--- config.mk ---
export PLATFORM = sky130hd
export DESIGN_NAME = bcd_seg7_scan
export DESIGN_NICKNAME = d
export VERILOG_FILES = /design/src/rtl/seg7_pkg.sv /design/src/rtl/bcd_to_seg7.sv /design/src/rtl/bcd_seg7_scan.sv
export SDC_FILE = /design/constraint.sdc
export NUM_CORES = 1
export LEC_CHECK = 0
export BUFFER_PORTS_ARGS = -buffer_cell sky130_fd_sc_hd__buf_2
export CAP_MARGIN = 20
export CELL_PAD_IN_SITES_DETAIL_PLACEMENT = 1
export CELL_PAD_IN_SITES_GLOBAL_PLACEMENT = 1
export CORE_MARGIN = 2
export CORE_UTILIZATION = 26
export CTS_BUF_LIST = sky130_fd_sc_hd__clkbuf_8
export CTS_CLUSTER_SIZE = 30
export DETAILED_ROUTE_END_ITERATION = 7
export GPL_TIMING_DRIVEN = 0
export PLACE_DENSITY = 0.49
export SLEW_MARGIN = 20
export SYNTH_ARGS = -nofsm -noshare
export SYNTH_HDL_FRONTEND = slang
export SYNTH_SLANG_ARGS = --single-unit
--- constraint.sdc ---
create_clock -name CLK -period 2.5 [get_ports CLK]
set_input_delay 0.25 -clock CLK [delete_from_list [all_inputs] [get_ports CLK]]
set_output_delay 0.25 -clock CLK [all_outputs]
set_load 0.02 [all_outputs]
--- src/rtl/seg7_pkg.sv ---
// rtl/seg7_pkg.sv - seven-segment pattern and anode constants
package seg7_pkg;

  // Active-low cathode patterns, bit order {g,f,e,d,c,b,a}
  localparam logic [6:0] SEG_0    = 7'b1000000;
  localparam logic [6:0] SEG_1    = 7'b1111001;
  localparam logic [6:0] SEG_2    = 7'b0100100;
  localparam logic [6:0] SEG_3    = 7'b0110000;
  localparam logic [6:0] SEG_4    = 7'b0011001;
  localparam logic [6:0] SEG_5    = 7'b0010010;
  localparam logic [6:0] SEG_6    = 7'b0000010;
  localparam logic [6:0] SEG_7    = 7'b1111000;
  localparam logic [6:0] SEG_8    = 7'b0000000;
  localparam logic [6:0] SEG_9    = 7'b0010000;
  localparam logic [6:0] SEG_DASH = 7'b0111111;
  localparam logic [6:0] SEG_OFF  = 7'b1111111;

  // Active-low anode selects; an[0] = ones, an[1] = tens
  localparam logic [1:0] AN_OFF  = 2'b11;
  localparam logic [1:0] AN_ONES = 2'b10;
  localparam logic [1:0] AN_TENS = 2'b01;

endpackage

--- src/rtl/bcd_to_seg7.sv ---
// rtl/bcd_to_seg7.sv - BCD digit to active-low seven-segment decoder
module bcd_to_seg7 (
  input  logic [3:0] digit,
  output logic [6:0] seg
);
  import seg7_pkg::*;

  // Codes 10..15 are not BCD; show a dash so a bad counter is visible
  always_comb begin
    seg = SEG_DASH;
    case (digit)
      4'd0: seg = SEG_0;
      4'd1: seg = SEG_1;
      4'd2: seg = SEG_2;
      4'd3: seg = SEG_3;
      4'd4: seg = SEG_4;
      4'd5: seg = SEG_5;
      4'd6: seg = SEG_6;
      4'd7: seg = SEG_7;
      4'd8: seg = SEG_8;
      4'd9: seg = SEG_9;
      default: seg = SEG_DASH;
    endcase
  end

endmodule

--- src/rtl/bcd_seg7_scan.sv ---
// rtl/bcd_seg7_scan.sv - two-digit multiplexed common-anode display driver
module bcd_seg7_scan #(
  parameter int SCAN_DIV = 100000,
  parameter bit BLANK_LZ = 1'b1
) (
  input  logic       CLK,
  input  logic       RST,
  input  logic [3:0] digit_1,
  input  logic [3:0] digit_2,
  input  logic       blank,
  output logic [6:0] seg,
  output logic [1:0] an
);
  import seg7_pkg::*;

  localparam int              CW      = $clog2(SCAN_DIV);
  localparam logic [CW-1:0]   CNT_MAX = CW'(SCAN_DIV - 1);

  logic [CW-1:0] cnt;
  logic          sel;
  logic [3:0]    sh_ones;
  logic [3:0]    sh_tens;

  logic          slot_end;
  logic [3:0]    cur_digit;
  logic [6:0]    cur_seg;
  logic [6:0]    seg_nxt;
  logic [1:0]    an_nxt;

  assign slot_end  = (cnt == CNT_MAX);
  assign cur_digit = sel ? sh_tens : sh_ones;

  bcd_to_seg7 u_dec (
    .digit (cur_digit),
    .seg   (cur_seg)
  );

  // Scan counter and slot select; reset parks at the end of the tens slot
  // so the very first edge is a frame boundary.
  always_ff @(posedge CLK or posedge RST) begin
    if (RST) begin
      cnt <= CNT_MAX;
      sel <= 1'b1;
    end else if (slot_end) begin
      cnt <= '0;
      sel <= ~sel;
    end else begin
      cnt <= cnt + 1'b1;
    end
  end

  // Digits are captured only when entering the ones slot, so both halves
  // of a frame always come from the same counter value.
  always_ff @(posedge CLK or posedge RST) begin
    if (RST) begin
      sh_ones <= 4'd0;
      sh_tens <= 4'd0;
    end else if (slot_end && sel) begin
      sh_ones <= digit_1;
      sh_tens <= digit_2;
    end
  end

  // Next output pattern from the current slot; at most one anode is ever low
  always_comb begin
    an_nxt  = AN_OFF;
    seg_nxt = SEG_OFF;
    if (!blank) begin
      if (!sel) begin
        an_nxt  = AN_ONES;
        seg_nxt = cur_seg;
      end else if (!(BLANK_LZ && (sh_tens == 4'd0))) begin
        an_nxt  = AN_TENS;
        seg_nxt = cur_seg;
      end
    end
  end

  // Registered pins; outputs lag sel by one cycle
  always_ff @(posedge CLK or posedge RST) begin
    if (RST) begin
      an  <= AN_OFF;
      seg <= SEG_OFF;
    end else begin
      an  <= an_nxt;
      seg <= seg_nxt;
    end
  end

endmodule

# After elaboration in Yosys (flattened, before gate mapping)
# Memory sizes are Yosys's and may differ from the RTL's.
# Index checks and enable logic that the tools add are counted.
# totals
input_bits,11
mem_count,1
ram_bits,0
latch_bits,0
elab_cells,20
romBits,112
ff_bits,35
# mem_list
memory,words,width,read_ports,rd_clocked_by_memory_dff,wr,line_no,rtl
(name not given),16,7,1,0,0,bcd_to_seg7.sv:11,case (digit)
# op_classes
multipliers,0
div_mod_pow,0
n_bitwise,1
muxes,8
addsub,1
n_eq_ne,1
n_lt_le_gt_ge,0
reduce_logical,2
n_shift,0
# op_table
cell,count
$mux W7,3
$add A17 B1 Y17 const B,1
$eq A17 B17 Y1 const B,1
$mux W17,1
$mux W2,3
$logic_not A4 Y1,1
$mux W4,1
$logic_and A1 B1 Y1,1
$not A1 Y1,1

# Logic depth before layout (Yosys ltp)
# Gate-level depths: netlist of run 1.
# An unclocked memory read counts as a cell.
# depth
ltp_word,5
mapped_depth,7

# By module
# From an unflattened synthesis of run 1, not the netlist that was laid out.
# unflattened
cells_unflattened,151
area_unflattened_um2,1731.7
# modules_own_cells
module,area_per_inst_um2,cells_each,seq_area_each_um2,instances
bcd_seg7_scan,1526.5,118,900.9,1
bcd_to_seg7,205.2,33,0.0,1

# Least setup slack after synthesis of run 1
# No wires, ideal clock.
# synth_path
path_kind,register to register
start,register cnt[0]
end,register sh_ones[0]
setup_time_ps,125
period_less_slack_ps,1776
n_path_buf,1
setup_slack_ps,724
path_stages_with_launch,7
arrival_ps,1651
t_required_ps,2375
path_cell_list,dfstp_2 -> ha_1 -> and4_1 -> buf_4 -> and4_4 -> nand2_4 -> mux2_4
# synth_between
elab_chain_len,2
# synth_rtl
item,line_no,rtl
from (decl),bcd_seg7_scan.sv:19,logic [CW-1:0] cnt;
from (signal assigned),bcd_seg7_scan.sv:48,cnt <= cnt + 1'b1;
$eq A17 B17 Y1,bcd_seg7_scan.sv:30,assign slot_end = (cnt == CNT_MAX);
$logic_and A1 B1 Y1,bcd_seg7_scan.sv:58,end else if (slot_end && sel) begin
to (signal assigned),bcd_seg7_scan.sv:59,sh_ones <= digit_1;
to (decl),bcd_seg7_scan.sv:21,logic [3:0] sh_ones;
# No other way between the ends.
# A chain may end at the register's enable or synchronous reset.

# Final worst setup path of run 1
# layout_path
start,register sel
end,register seg[3]
# layout_between
elab_chain_len,5
# layout_rtl
item,line_no,rtl
from (decl),bcd_seg7_scan.sv:20,logic sel;
from (signal assigned),bcd_seg7_scan.sv:46,sel <= ~sel;
$mux W4,bcd_seg7_scan.sv:31,assign cur_digit = sel ? sh_tens : sh_ones;
$mem_v2 Z16 W7,-,
$mux W7,bcd_seg7_scan.sv:72,end else if (!(BLANK_LZ && (sh_tens == 4'd0))) begin
$mux W7 *,bcd_seg7_scan.sv:69,if (!sel) begin
$mux W7 *,bcd_seg7_scan.sv:68,if (!blank) begin
net seg_nxt[3],bcd_seg7_scan.sv:27,logic [6:0] seg_nxt;
to (signal assigned),bcd_seg7_scan.sv:86,seg <= seg_nxt;
to (decl),bcd_seg7_scan.sv:11,"output logic [6:0] seg,"
# The timed path passes the listed nets; every way through them passes the cells marked *.

==> results.yml, run 1 <==
detailed_routing:
  firstDrtPassIters: 3
  vias_per_cell: 4.60
  drt_iter0_markers: 50
  drt-wirelength-per-cell_um: 14.0
  ant_nets: 0
  drt-met1-wl_mm: 1.46
  drc: 0
  drt-total-wl_mm: 3.39
  dr_wl_met2_mm: 1.78
  routed.top_layer: "met4"
  dr_wl_met3_um: 97
  vias: 1113
place:
  dp_slack_ps: 540
  place_hpwl_mm: 2.53
  numPortBuffers: 19
  gp_congestion: 0.777
critical_path:
  path_cells: "buf_2, mux2i_1, inv_1, ha_1, mux2i_1, o21ai_0"
  worst-path-max-fanout: 10
  r2r_setup_slack_ps: 570
  cp-endpoint: "seg[3]$_DFF_PP1_"
  max_stage_delay_ps: 510
  cp-start-kind: "register"
  cp.arrival_ps: 2140
  cp.required_ps: 2710
  end_kind: "register"
  path_depth: 6
  rr_worst_depth: 6
  startpoint: "sel$_DFFE_PP1N_"
  worstSetupPathType: "register to register"
  crit_buf_inv: 2
  slowest_stage: "dfstp_2"
  cp_common_cell: "mux2i_1"
  r2r_end: "seg[3]$_DFF_PP1_"
  r2r-start: "sel$_DFFE_PP1N_"
  crit_family: "multiplexers"
floorplan:
  die_width_um: 84.5
  die-area_mm2: 0.00713
  boundaryPins: 20
  die_h_um: 84.5
  rows: 29
  initial_core_util_pct: 26.7
  core_mm2: 0.00631
grt:
  grt-ovfl-total: 0
  grt_pass1_vias: 1239
  grtUsageTotal_pct: 11.0
  grt_pass1_wl_mm: 6.18
  antenna_found_initial: 0
  grt_max_degree: 36
pwr:
  power_frac_comb_pct: 7.6
  internal_power_mw: 0.811
  vdd_ir_drop_max_uv: 145
  swShare_pct: 24.5
  p_switching_mw: 0.263
  pwr-share-clk_pct: 37.0
  powerDensity_mw_per_mm2: 548
  seqPwrFrac_pct: 55.4
  p_leak_nw: 0.872
  power_mw: 1.07
timing:
  worstMarginPinSlew_ps: 733
  final_hold_viol_count: 0
  rsz0062_at_grt: "no"
  slew_viol_final: 0
  finClkSkew_ps: 7.86
  layout_worst_path_cycle_share_pct: 77.4
  fmax_mhz: 517
  setup_viol: 0
  setup_tns_ps: 0
  min_period_ps: 1930
  fin_ws_ps: 565
  max_slew_margin_pct: 51.1
clocking:
  cts-root-buf: "clkbuf_8"
  ctsHoldBuffers: 0
  worstSkewPairLatency_ps: 290
  clock_path_buffers: 2
  cts_tree: "yes"
  post-cts-setup-buffers: 0
  cts_buffers: 5
  clkTransAtPathRegs_ps: 80
  htreeDepth: 2
  ctsResizeCount: 0
  cts_num_sinks: 35
final_layout:
  n_antenna_cell: 0
  multi_input_area_um2: 744
  drive_gt1_share_pct: 40.0
  fillers: 730
  syn2layout_area_growth_pct: 16.4
  fin_nets: 182
  regArea_um2: 901
logic_synthesis:
  netlist_area_mm2: 0.00168
  syn_area_per_cell_um2: 12.2
  synth_fp_nets: 156
  yosysSeqAreaShare_pct: 53.5
  synth.distinct_cells: 30
  netlist_instances: 138
  yosys_warnings: 0
  ys_seq_elements: 35
hold_path:
  hold_path.class: "input port to async pin"
job:
  max_cap_viol_count: 0
run_status:
  status: "finished clean"
worst reg2reg max path: stages (launching register included):
cell and delay (ps):
dfstp_2 510, buf_2 240, mux2i_1 450, inv_1 160
ha_1 230, mux2i_1 160, o21ai_0 100
cells by family (layout without fill, tap and decap cells):
family | Yosys count | in the layout | share of synthesized area [%]
compound gates | 14 | 14 | 4.31
xor+xnor | 14 | 14 | 7.29
fa+ha+maj | 7 | 7 | 5.20
buf+inv | 8 | 35 | 2.23
flops | 35 | 35 | 53.5
mux | 16 | 16 | 12.1
simple gates | 44 | 44 | 15.3
how the worst min path moves through the flow:
stage / slack, ps / end / from
after floorplan: 360 / an[0]$_DFF_PP1_ / blank
after global placement: 480 / cnt[8]$_DFF_PP0_ / cnt[8]$_DFF_PP0_
after detailed placement: 430 / cnt[6]$_DFF_PP0_ / RST
after CTS: 110 / sh_ones[0]$_DFFE_PP0P_ / RST
after global routing: 140 / sh_ones[0]$_DFFE_PP0P_ / RST
final: 90 / sh_ones[2]$_DFFE_PP0P_ / RST
area by class of cell:
class	instances	area share, %
Timing Repair Buffer	19	4.85
Inverter	4	0.766
Clock inverter	3	0.830
Sequential cell	35	46.0
Clock buffer	5	3.51
Multi-Input combinational cell	95	38.0
Buffer	4	1.15
Tap cell	77	4.92
placed cells by master (no fill, tap or decap), types with 6 or more instances in the layout:
master	instances
nand4_1	6
mux2_4	8
dfstp_2	20
nor2_1	8
nand3_1	6
ha_1	7
xnor2_1	8
buf_2	21
o21ai_0	8
dfrtp_1	15
nand2_1	7
xor2_1	6
Yosys cell counts:
cell / instances / area, µm²
nor2_1: 8 / 30.0
and2_1: 1 / 6.26
nand2_1: 7 / 26.3
or3b_2: 1 / 8.76
or2_2: 1 / 6.26
mux2_2: 3 / 33.8
and3_1: 1 / 6.26
dfrtp_1: 15 / 375
o21ai_0: 8 / 40.0
inv_1: 4 / 15.0
and4_4: 1 / 11.3
nand3_1: 6 / 30.0
xor2_1: 6 / 52.6
a21oi_1: 5 / 25.0
xnor2_1: 8 / 70.1
nand2_4: 1 / 11.3
mux2_4: 8 / 120
and4_1: 5 / 43.8
o21a_1: 1 / 7.51
buf_2: 2 / 10.0
nor2b_1: 1 / 6.26
buf_4: 1 / 7.51
or3_1: 2 / 12.5
nand4_1: 6 / 37.5
mux2i_1: 5 / 50.1
dfstp_2: 20 / 526
clkbuf_2: 1 / 5.00
ha_1: 7 / 87.6
nor4_1: 2 / 12.5
nor4b_1: 1 / 8.76
stage by stage:
step | std cells | utilization (%) | hold WS, ps | instance area (µm²)
2_1_floorplan | 138 | - | 359 | 1680
3_3_place_gp | 234 | 29.7 | 481 | 1870
3_5_place_dp | 234 | 29.7 | 427 | 1870
4_1_cts | 242 | 31.0 | 106 | 1960
5_1_grt | 242 | 31.0 | 145 | 1960
6_report | 242 | 31.0 | 89.1 | 1960
registers in the layout (all words and copies together) (netlist names):
name,flops
cnt,17
seg,7
sh_ones,4
sh_tens,4
an,2
sel,1
routing by layer:
layer / global-route usage [%] / vias to the layer above
li1: - / 532
met1: 13.3 / 559
met2: 19.0 / 16
met3: 3.24 / 6
met4: 3.46 / 0
met5: 0 / -
power groups by stage:
stage	clock (mW)	sequential, mW	combinational [mW]
after floorplan	0	0.616	0.0429
after global placement	0	0.605	0.0814
after detailed placement	0	0.606	0.0843
after CTS	0.420	0.596	0.0845
after global routing	0.454	0.598	0.0934
final	0.398	0.595	0.0812
Note: power is estimated with default switching activity, not from simulation.
==> run 2: changes to the inputs <==
==> constraint.sdc (replaced) <==
create_clock -name CLK -period 1.9 [get_ports CLK]
set_input_delay 0.19 -clock CLK [delete_from_list [all_inputs] [get_ports CLK]]
set_output_delay 0.19 -clock CLK [all_outputs]
set_load 0.02 [all_outputs]
==> run 2 against run 1 <==
Sequential power grew 32%; global-route usage barely moved; first-iteration DRC count rose by 4.0%; clock power up 33%; worst hold slack got worse by 62 ps; power grew 32%; count of clock-buffer cells in the layout did not move; register-to-register slack worse by 510 ps; fmax is 5.0% higher; routed wire length grew 2.3%; critical endpoint is now sh_ones[0]$_DFFE_PP0P_.
==> results.yml, run 2 (synthesis results as in run 1) <==
run_status:
  status: "finished clean"
final_layout:
  largest_register_ffs: 17
  syn2layout_area_growth_pct: 20.4
  reg_top3: "cnt x17, seg x7"
  fin_area_mm2: 0.00203
  n_antenna_cell: 0
  drive_gt1_share_pct: 41.7
  multi_input_area_um2: 773
  mostFrequentLayoutCells: "buf_2, dfstp_2, dfrtp_1"
  fin_nets: 185
  top_register: "cnt"
  fin_util_pct: 32.1
  regArea_um2: 905
  final_common_cell: "buf_2"
  fillers: 730
detailed_routing:
  drc: 0
  vias: 1131
  vias_per_cell: 4.62
  drt-total-wl_mm: 3.46
  drt-met1-wl_mm: 1.52
  drt-wirelength-per-cell_um: 14.1
  drt_iter0_markers: 52
  firstDrtPassIters: 2
  ant_nets: 0
  routed.top_layer: "met4"
  dr_wl_met2_mm: 1.80
  dr_wl_met3_um: 101
critical_path:
  max_stage_delay_ps: 580
  crit_buf_inv: 1
  worst-path-max-fanout: 8
  end_kind: "register"
  cp.required_ps: 2080
  cp-start-kind: "register"
  slowest_stage: "dfstp_2"
  path_cells: "ha_4, and4_1, buf_6, and4_4, nand2_8, mux2_4"
  worstSetupPathType: "register to register"
  cp.arrival_ps: 2020
  crit_family: "simple AND/OR/NAND/NOR gates"
grt:
  grt-ovfl-total: 0
  grt_pass1_wl_mm: 6.18
  grt_pass1_vias: 1228
  grt_max_degree: 36
  antenna_found_initial: 0
  grtUsageTotal_pct: 11.0
pwr:
  power_mw: 1.42
  powerDensity_mw_per_mm2: 702
  p_leak_nw: 0.896
  vdd_ir_drop_max_uv: 191
hold_path:
  hold_path.class: "input port to async pin"
clocking:
  worstSkewPairLatency_ps: 290
  clkTransAtPathRegs_ps: 80
  ctsHoldBuffers: 0
  cts-root-buf: "clkbuf_8"
  cts_buffers: 5
  cts_num_sinks: 35
  cts_tree: "yes"
  clock_path_buffers: 2
  htreeDepth: 2
timing:
  fmax_mhz: 542
  layout_worst_path_cycle_share_pct: 97.0
  holdWs_ps: 26.7
  setup_tns_ps: 0
  max_slew_margin_pct: 51.0
  final_hold_viol_count: 0
  worstMarginPinSlew_ps: 735
  finClkSkew_ps: 10.0
  min_period_ps: 1840
  slew_viol_final: 0
  setup_viol: 0
place:
  numPortBuffers: 19
  place_hpwl_mm: 2.53
  gp_congestion: 0.777
  place_area_mm2: 0.00187
floorplan:
  initial_core_util_pct: 26.7
  die-area_mm2: 0.00713
  die_width_um: 84.5
  rows: 29
  boundaryPins: 20
  core_mm2: 0.00631
  die_h_um: 84.5
job:
  max_cap_viol_count: 0
## run 2: timing repair
action / 4_1_cts / 5_1_grt
setup buffers: 0 / 4
resized for setup: 2 / 5
pin swaps: 0 / 1
setup endpoints to repair: 13 / 12
## run 2: area by class of cell
cell class / instances / area share, %
plain buffers: 3 / 1.05
clock buffers: 5 / 3.40
flip-flops and latches: 35 / 44.7
clock inverters: 3 / 0.803
inverters: 4 / 0.741
repair buffers: 23 / 6.42
multi-input cells: 95 / 38.2
well taps: 77 / 4.76
## run 2: metrics by stage
stage,worst slack (ps),cells
floorplan,124,138
global placement,0.255,234
detailed placement,-59.9,234
CTS,-18.5,241
global route,-9.92,245
finish,56.6,245
## run 2: worst paths after layout
kind / start / endpoint / slack, ps / cells past startpoint
worst max-delay path: cnt[0]$_DFF_PP1_ / sh_ones[0]$_DFFE_PP0P_ / 60 / 6
worst min-delay path: RST / sh_tens[0]$_DFFE_PP0P_ / 30 / 2
worst max register to register: cnt[0]$_DFF_PP1_ / sh_ones[0]$_DFFE_PP0P_ / 60 / 6
worst min register to register: cnt[16]$_DFF_PP1_ / cnt[16]$_DFF_PP1_ / 510 / 2
max in group asynchronous: RST / sh_ones[3]$_DFFE_PP0P_ / 1410 / 2
min in group CLK: digit_2[0] / sh_tens[0]$_DFFE_PP0P_ / 120 / 2
## run 2: where the power goes
| part | internal (mW) | switching [mW] |
|---|---|---|
| Combinational | 0.0437 | 0.0649 |
| Clock | 0.251 | 0.279 |
| Sequential | 0.774 | 0.00983 |
| Total | 1.07 | 0.354 |
## run 2: layer usage
layer	GRT usage, %	up-vias
met5	0	-
li1	-	538
met2	18.6	13
met1	13.6	575
met3	3.24	5
met4	3.46	0
==> run 3: changes to the inputs <==
--- a/config.mk
+++ b/config.mk
@@ -16,6 +16,7 @@
 export DETAILED_ROUTE_END_ITERATION = 7
 export GPL_TIMING_DRIVEN = 0
 export PLACE_DENSITY = 0.49
+export RECOVER_POWER = 25
 export SLEW_MARGIN = 20
 export SYNTH_ARGS = -nofsm -noshare
 export SYNTH_HDL_FRONTEND = slang
==> run 3 against run 2 <==
Clock power is essentially flat; critical endpoint unchanged; worst hold slack gained 94 ps; largest cell class unchanged; core utilization is the same; count of clock-buffer cells in the layout is the same; die area is the same; power is essentially flat; sequential power is essentially flat; combinational power is essentially flat; routed wire length is essentially flat; global-route usage is the same; critical path type unchanged; register-to-register slack is essentially flat; final cell count is the same.
==> results.yml, run 3 (synthesis results as in run 1) <==
grt:
  antenna_found_initial: 0
  grtUsageTotal_pct: 11.0
  grt_max_degree: 36
  grt-ovfl-total: 0
  grt_pass1_wl_mm: 6.18
  grt_pass1_vias: 1228
place:
  place_area_mm2: 0.00187
  numPortBuffers: 19
  place_hpwl_mm: 2.53
  gp_congestion: 0.777
run_status:
  status: "finished clean"
final_layout:
  syn2layout_area_growth_pct: 20.4
  fin_util_pct: 32.1
  top_register: "cnt"
  fillers: 730
  regArea_um2: 905
  multi_input_area_um2: 773
  n_antenna_cell: 0
  drive_gt1_share_pct: 41.1
  fin_nets: 185
  mostFrequentLayoutCells: "buf_2, dfstp_2, dfrtp_1"
  fin_area_mm2: 0.00203
  final_common_cell: "buf_2"
  largest_register_ffs: 17
  reg_top3: "cnt x17, seg x7"
timing:
  max_slew_margin_pct: 11.5
  layout_worst_path_cycle_share_pct: 97.0
  slew_viol_final: 0
  finClkSkew_ps: 10.0
  worstMarginPinSlew_ps: 1330
  final_hold_viol_count: 0
  min_period_ps: 1840
  setup_viol: 0
  fmax_mhz: 542
floorplan:
  boundaryPins: 20
  die_width_um: 84.5
  core_mm2: 0.00631
  die-area_mm2: 0.00713
  initial_core_util_pct: 26.7
  die_h_um: 84.5
  rows: 29
job:
  max_cap_viol_count: 0
detailed_routing:
  drt_iter0_markers: 52
  firstDrtPassIters: 2
  drt-total-wl_mm: 3.46
  vias: 1131
  vias_per_cell: 4.62
  drc: 0
  ant_nets: 0
  drt-wirelength-per-cell_um: 14.1
critical_path:
  rr_worst_depth: 6
  worst-path-max-fanout: 8
  r2r-start: "cnt[0]$_DFF_PP1_"
  cp-start-kind: "register"
  cp.arrival_ps: 2020
  r2r_setup_slack_ps: 60
  worstSetupPathType: "register to register"
  r2r_end: "sh_ones[0]$_DFFE_PP0P_"
  end_kind: "register"
  cp.required_ps: 2080
pwr:
  powerDensity_mw_per_mm2: 702
  vdd_ir_drop_max_uv: 191
  p_leak_nw: 0.897
  power_mw: 1.42
clocking:
  clkTransAtPathRegs_ps: 80
  ctsHoldBuffers: 0
  worstSkewPairLatency_ps: 290
  cts_num_sinks: 35
  cts-root-buf: "clkbuf_8"
  clock_path_buffers: 2
  htreeDepth: 2
  cts_buffers: 5
  cts_tree: "yes"
hold_path:
  min_to: "sh_tens[0]$_DFFE_PP0P_"
  min-delay-start: "digit_2[0]"
  min_path_cells: 2
  hold_path.class: "input port to register"
==> run 3: through the flow <==
step                setup slack (ps)  setup TNS [ps]  std cells  hold WS [ps]
detailed placement             -59.9            -339        234           367
floorplan                        124               0        138           299
CTS                            -18.5            -115        241          46.1
global route                   -9.92           -37.4        245           112
global placement               0.255               0        234           423
finish                          56.6               0        245           121
==> run 3: layout make-up <==
type | instances | area share [%]
flip-flops and latches | 35 | 44.7
repair buffers | 23 | 6.42
multi-input cells | 95 | 38.2
inverters | 4 | 0.741
clock buffers | 5 | 3.40
well taps | 77 | 4.76
plain buffers | 3 | 1.05
clock inverters | 3 | 0.803
==> run 3: repair_timing <==
| item | in CTS | in global routing |
|---|---|---|
| pin swaps | 0 | 1 |
| buffers inserted | 0 | 4 |
| endpoints found under the setup margin | 13 | 12 |
| resized for setup | 2 | 5 |
==> run 3: worst max-delay path by stage <==
stage                           from                      to  slack (ps)  cells after the start
detailed placement   sel$_DFFE_PP1N_        seg[3]$_DFF_PP1_         -60                      6
global placement    cnt[0]$_DFF_PP1_  sh_ones[0]$_DFFE_PP0P_         0.3                      6
finish              cnt[0]$_DFF_PP1_  sh_ones[0]$_DFFE_PP0P_          60                      6
global route        cnt[0]$_DFF_PP1_  sh_ones[2]$_DFFE_PP0P_         -10                      6
floorplan           cnt[0]$_DFF_PP1_  sh_ones[0]$_DFFE_PP0P_         120                      6
CTS                 cnt[0]$_DFF_PP1_  sh_tens[2]$_DFFE_PP0P_         -20                      6
==> run 3: routing by layer <==
| layer | global-route usage (%) | up-vias | routed length, µm |
|---|---|---|---|
| met5 | 0 | - | 0 |
| met4 | 3.46 | 0 | 45 |
| met3 | 3.24 | 5 | 101 |
| met2 | 18.6 | 13 | 1800 |
| met1 | 13.6 | 575 | 1520 |
| li1 | - | 538 | - |
==> run 3: report_power, final <==
group / switching, mW / internal (mW) / leakage (nW)
Combinational: 0.0647 / 0.0436 / 0.455
Sequential: 0.00983 / 0.774 / 0.396
Clock: 0.279 / 0.251 / 0.0453
==> run 3: worst max-delay path, stage by stage (launching register included) <==
cell	delay, ps
dfstp_2	580
ha_4	150
and4_1	200
buf_6	130
and4_4	280
nand2_8	100
mux2_4	300
